===== src/rtl/password_lock_fsm.sv =====
// password_lock_fsm: sequential multi-digit password lock.
// Digits are collected one per digit_valid strobe and compared against PASSWORD.
// A correct code opens the gate for GATE_CYCLES cycles. A wrong code pulses wpo
// and uses up one try. Running out of tries starts a LOCK_CYCLES lockout.
// All outputs are registered.
// Optional feature macro: DIGIT_TIMEOUT_EN. When it is defined, an entry that
// stalls for TIMEOUT_CYCLES cycles in COLLECT is treated as a failed attempt.
// Handshake: digit_in is sampled on a rising clk edge only when digit_valid=1.
// There is no back-pressure. Digits that arrive outside COLLECT are dropped.
module password_lock_fsm #(
  parameter int DIGIT_W        = 4,
  parameter int NUM_DIGITS     = 4,
  parameter logic [NUM_DIGITS*DIGIT_W-1:0] PASSWORD = 16'hA5C3,
  parameter int MAX_TRIES      = 3,
  parameter int GATE_CYCLES    = 8,
  parameter int LOCK_CYCLES    = 16,
  parameter int TIMEOUT_CYCLES = 32
) (
  input  logic                           clk,
  input  logic                           rst_n,
  input  logic                           enter,
  input  logic                           exit,
  input  logic [DIGIT_W-1:0]             digit_in,
  input  logic                           digit_valid,
  output logic                           gate,
  output logic                           wpo,
  output logic                           locked,
  output logic                           busy,
  output logic [$clog2(MAX_TRIES+1)-1:0] tries_left
);

  localparam int CODE_W = NUM_DIGITS * DIGIT_W;
  localparam int TW     = $clog2(MAX_TRIES + 1);
  localparam int IW     = (NUM_DIGITS > 1) ? $clog2(NUM_DIGITS) : 1;
  localparam int GW     = $clog2(GATE_CYCLES + 1);
  localparam int LW     = $clog2(LOCK_CYCLES + 1);

  typedef enum logic [2:0] {
    IDLE    = 3'd0,
    COLLECT = 3'd1,
    CHECK   = 3'd2,
    OPEN    = 3'd3,
    LOCKOUT = 3'd4
  } state_t;

  state_t          state_q, state_d;
  logic [IW-1:0]   idx_q, idx_d;
  logic            mis_q, mis_d;
  logic            gate_q, gate_d;
  logic            wpo_q, wpo_d;
  logic            locked_q, locked_d;
  logic            busy_q, busy_d;
  logic [TW-1:0]   tries_q, tries_d;
  logic [GW-1:0]   gtmr_q, gtmr_d;
  logic [LW-1:0]   ltmr_q, ltmr_d;
  logic [CODE_W-1:0]  pw_shift;
  logic [DIGIT_W-1:0] pw_digit;

`ifdef DIGIT_TIMEOUT_EN
  localparam int TOW = $clog2(TIMEOUT_CYCLES + 1);
  logic [TOW-1:0] tcnt_q, tcnt_d;
`endif

  // Select the expected digit for the current index. Digit 0 is the MS slice.
  always_comb begin
    pw_shift = PASSWORD << (int'(idx_q) * DIGIT_W);
    pw_digit = pw_shift[CODE_W-1 -: DIGIT_W];
  end

  // Next-state and registered-output logic.
  always_comb begin
    state_d  = state_q;
    idx_d    = idx_q;
    mis_d    = mis_q;
    gate_d   = gate_q;
    wpo_d    = 1'b0;
    locked_d = locked_q;
    busy_d   = busy_q;
    tries_d  = tries_q;
    gtmr_d   = gtmr_q;
    ltmr_d   = ltmr_q;
`ifdef DIGIT_TIMEOUT_EN
    tcnt_d   = tcnt_q;
`endif
    case (state_q)
      IDLE: begin
        // When enter and exit arrive together, exit wins and the lock stays idle.
        if (enter && !exit) begin
          state_d = COLLECT;
          idx_d   = '0;
          mis_d   = 1'b0;
          busy_d  = 1'b1;
`ifdef DIGIT_TIMEOUT_EN
          tcnt_d  = '0;
`endif
        end
      end
      COLLECT: begin
        if (exit) begin
          // An abort costs no try and produces no wpo pulse.
          state_d = IDLE;
          busy_d  = 1'b0;
        end else if (digit_valid) begin
          mis_d = mis_q | (digit_in != pw_digit);
`ifdef DIGIT_TIMEOUT_EN
          tcnt_d = '0;
`endif
          if (idx_q == IW'(NUM_DIGITS - 1)) state_d = CHECK;
          else                              idx_d   = idx_q + IW'(1);
        end
`ifdef DIGIT_TIMEOUT_EN
        else if (tcnt_q == TOW'(TIMEOUT_CYCLES - 1)) begin
          // A stalled entry goes through CHECK as a forced miscompare.
          mis_d   = 1'b1;
          state_d = CHECK;
        end else begin
          tcnt_d = tcnt_q + TOW'(1);
        end
`endif
      end
      CHECK: begin
        busy_d = 1'b0;
        if (!mis_q) begin
          state_d = OPEN;
          gate_d  = 1'b1;
          tries_d = TW'(MAX_TRIES);
          gtmr_d  = GW'(GATE_CYCLES - 1);
        end else begin
          wpo_d = 1'b1;
          if (tries_q <= TW'(1)) begin
            tries_d  = '0;
            state_d  = LOCKOUT;
            locked_d = 1'b1;
            ltmr_d   = LW'(LOCK_CYCLES - 1);
          end else begin
            tries_d = tries_q - TW'(1);
            state_d = IDLE;
          end
        end
      end
      OPEN: begin
        if (exit || gtmr_q == '0) begin
          state_d = IDLE;
          gate_d  = 1'b0;
        end else begin
          gtmr_d = gtmr_q - GW'(1);
        end
      end
      LOCKOUT: begin
        if (ltmr_q == '0) begin
          state_d  = IDLE;
          locked_d = 1'b0;
          tries_d  = TW'(MAX_TRIES);
        end else begin
          ltmr_d = ltmr_q - LW'(1);
        end
      end
      default: begin
        state_d  = IDLE;
        gate_d   = 1'b0;
        locked_d = 1'b0;
        busy_d   = 1'b0;
      end
    endcase
  end

  // State and output registers with asynchronous active-low reset.
  always_ff @(posedge clk or negedge rst_n) begin
    if (!rst_n) begin
      state_q  <= IDLE;
      idx_q    <= '0;
      mis_q    <= 1'b0;
      gate_q   <= 1'b0;
      wpo_q    <= 1'b0;
      locked_q <= 1'b0;
      busy_q   <= 1'b0;
      tries_q  <= TW'(MAX_TRIES);
      gtmr_q   <= '0;
      ltmr_q   <= '0;
    end else begin
      state_q  <= state_d;
      idx_q    <= idx_d;
      mis_q    <= mis_d;
      gate_q   <= gate_d;
      wpo_q    <= wpo_d;
      locked_q <= locked_d;
      busy_q   <= busy_d;
      tries_q  <= tries_d;
      gtmr_q   <= gtmr_d;
      ltmr_q   <= ltmr_d;
    end
  end

`ifdef DIGIT_TIMEOUT_EN
  // Counts the cycles spent waiting for a digit in COLLECT.
  always_ff @(posedge clk or negedge rst_n) begin
    if (!rst_n) tcnt_q <= '0;
    else        tcnt_q <= tcnt_d;
  end
`endif

  assign gate       = gate_q;
  assign wpo        = wpo_q;
  assign locked     = locked_q;
  assign busy       = busy_q;
  assign tries_left = tries_q;

endmodule


===== config.mk =====
export PLATFORM = sky130hd
export DESIGN_NAME = password_lock_fsm
export DESIGN_NICKNAME = d
export VERILOG_FILES = /design/src/rtl/password_lock_fsm.sv
export SDC_FILE = /design/constraint.sdc
export NUM_CORES = 1
export LEC_CHECK = 0
export CORE_MARGIN = 4
export CORE_UTILIZATION = 47
export DETAILED_ROUTE_END_ITERATION = 12
export PLACE_DENSITY = 0.77
export SETUP_SLACK_MARGIN = 0.3
export SLEW_MARGIN = 15
export SYNTH_ARGS = -nofsm -noshare
export SYNTH_HDL_FRONTEND = slang
export SYNTH_SLANG_ARGS = --single-unit

===== constraint.sdc =====
create_clock -name clk -period 1.8 [get_ports clk]
set_input_delay 0.45 -clock clk [delete_from_list [all_inputs] [get_ports clk]]
set_output_delay 0.45 -clock clk [all_outputs]
set_load 0.005 [all_outputs]

==> summary.md <==
| Metric | Value |
|---|---|
| Crit share post-route | 0.882 |
| Area of the core | 2500 µm² |
| Most frequent cell after synthesis | dfrtp_1 |
| Vias per Instance | 5.81 |
| Post-synthesis cell type count | 42 |
| Req. time, crit path | 1990 ps |
| Max cap viols | 0 |
| Post-synthesis register bit count | 21 |
| CTS Root Cell | clkbuf_4 |
| Max rail drop VDD | 0.000814 V |
| Synthesized area | 1250 µm² |
| Worst slack at placement | -102 ps |
| Die Height | 59.6 µm |
| Top cells by count, synth | 19 x dfrtp_1, 14 x inv_1, 7 x a21oi_1, 7 x o21ai_0, 6 x nor2_1 |
| Layout area overhead | 42.2% |
| Post-placement cell count | 172 |
| Clock buffer count from CTS | 3 |
| Clock tree from TritonCTS | done |
| DRC | 0 |
| Final setup fails | 0 |
| Power Dens Cells | 1030 nW/µm² |
| Final Non-Filler Cells | 196 |
| RD Place Congestion | 0.782 |
| Clock buffer depth | 2 |
| Vias in the first global route | 1135 |
| I/O pin total | 15 |
| Initial antenna violation count | 0 |
| Clk Latency, worst-skew pair | 310 ps |
| H-tree depth | 1 |
| Core Util, Final | 0.712 |
| DRC marker count from the first detailed-route iteration | 40 |
| Async S/R FF share, synth | 1.00 |
| Crit path max fanout | 5 |
| Net Count, Synth | 140 |
| Yosys top cell area share | 0.380 |
| N_diodes | 0 |
| RSZ-0062 raised after global routing | yes |
| Starting Density | 0.501 |
| Startpoint Class | flop |
| Post-Syn Area per Cell | 9.94 µm² |
| Hold-fix buffers at CTS | 0 |
| Final nets | 181 |
| Worst Max-Slew Pin Slew | 436 ps |
| # clock sinks | 21 |
| Ranking of synthesized cells by area | dfrtp_1 38%, ha_1 5.0%, dfstp_2 4.2% |
| Max Slew Vio Count | 0 |
| 1st-pass router iterations | 4 |
| Setup Skew | 3.46 ps |
| WL/cell | 15.6 µm |
| First-pass GRT wire length | 5.06 mm |
| Arr. time, crit path | 1780 ps |
| Total gr overflow | 0 |
| CP max stage delay | 540 ps |
| Post-route cell area | 1780 µm² |
| Min Tclk post-route | 1590 ps |
| Post-DP Area | 1520 µm² |
| Hold WS | 473 ps |
| Primary FF master, synth | dfrtp_1 |
| Post-detail-place hpwl | 1.94 mm |
| Yosys top cell by area | dfrtp_1 |
| EDFF count, synth | 0 |
| Final ANT Viol Nets | 0 |
| Yosys warnings | 0 |
| Run status | finished clean |
| Final hold violations | 0 |
| Worst slew margin | 0.709 |
| Post-Syn Instances | 126 |
| Sequential area share after synthesis | 0.422 |
| Die footprint | 3550 µm² |
| Rows | 18 |
| Fill cell count | 188 |
| DRT Wirelength | 3.06 mm |
| GRT Total Usage | 0.189 |
| Leak | 0.000750 µW |
| Buffers on Ports | 14 |
| Critical path's slowest cell | or4b_4 |
| Crit path cell chain | inv_2 -> ha_4 -> or4b_4 -> a211oi_2 -> a221oi_2 |
| Reg clk slew, reported paths | 120 ps |
| Fmax | 630 MHz |
| Final Worst Setup Slack | 213 ps |
| Layout cell share with drive strength beyond 1 | 0.410 |
| Crit Path Class | flop to flop |
| Detailed-route via count | 1138 |
| Hold Path Class | input port to async pin |
| Largest net degree at the start of global routing | 24 |
| Setup crit end kind | flop |
| Die width | 59.6 µm |
## cells in the final DEF (no fill, tap or decap), types with 4 or more instances in the layout
master	Yosys	layout
a211oi_2	0	4
a21oi_1	7	5
buf_4	0	25
clkdlybuf4s50_1	0	7
dfrtp_1	19	19
dlygate4sd2_1	0	5
inv_1	14	8
inv_2	0	6
nand2b_1	4	4
nor2_1	6	5
o21ai_0	7	4
o22ai_1	4	4
## power breakdown
part / total (µW) / leakage, µW / internal, µW / switching, µW
sequential: 663 / 0.000261 / 581 / 82.4
combinational: 941 / 0.000474 / 496 / 445
clock: 237 / 0.0000150 / 86.6 / 151
total: 1840 / 0.000750 / 1160 / 678
## logic make-up after synthesis
logic type / after synthesis / share of synthesized area
simple gates: 39 / 0.213
compound gates: 38 / 0.222
flops: 21 / 0.422
buf+inv: 18 / 0.0559
fa+ha+maj: 5 / 0.0500
mux: 3 / 0.0240
xor+xnor: 2 / 0.0140
## worst max-delay path: cells and delay by family (launching register included)
kind	cells	cell delay, ps
simple gates	1	540
buf+inv	1	90
flops	1	410
compound gates	2	300
fa+ha+maj	1	130
## per-stage QoR
stage / power [µW] / setup TNS [ps]
after floorplan: 1130 / 0
after global placement: 1310 / -134
after detailed placement: 1340 / -277
after CTS: 1740 / 0
after global routing: 1970 / 0
final: 1840 / 0
## per-layer routing
metal  GRT usage  part of all wire  vias up
met3      0.0305             0.026        5
met5           0                 0        -
li1            -                 -      550
met1       0.243              0.46      569
met2       0.317              0.50       14
met4      0.0696             0.014        0
## sequential cells by signal, summed over array words and instances (netlist names)
| register | count |
|---|---|
| mis_q | 1 |
| idx_q | 2 |
| state_q | 3 |
| gtmr_q | 4 |
| locked | 1 |
| busy | 1 |
| ltmr_q | 5 |
| tries_left | 2 |
| wpo | 1 |
| gate | 1 |
## worst paths after layout
check / from / end / slack [ps] / cells past startpoint
worst max-delay path: ltmr_q[1] / ltmr_q[2] / 210 / 5
worst min-delay path: rst_n / gtmr_q[0] / 470 / 2
worst max register to register: ltmr_q[1] / ltmr_q[2] / 210 / 5
worst min register to register: ltmr_q[4] / ltmr_q[4] / 570 / 1
max in group asynchronous: rst_n / tries_left[0] / 1050 / 2
min in group clk: ltmr_q[4] / ltmr_q[4] / 570 / 1
## timing repair
action / CTS / global route
hold endpoints to repair: 0 / 0
endpoints found under the setup margin: 22 / 20
setup buffers: 15 / 5
pin swaps: 8 / 5
resized for setup: 19 / 18
## layout make-up
| class | instances | area [µm²] | area share |
|---|---|---|---|
| Tap cell | 30 | 37.5 | 0.0211 |
| Sequential cell | 21 | 528 | 0.297 |
| Clock buffer | 4 | 26.3 | 0.0148 |
| Multi-Input combinational cell | 87 | 813 | 0.457 |
| Inverter | 14 | 52.6 | 0.0295 |
| Timing Repair Buffer | 40 | 323 | 0.181 |
No activity file was read; power rests on OpenSTA's default activity.
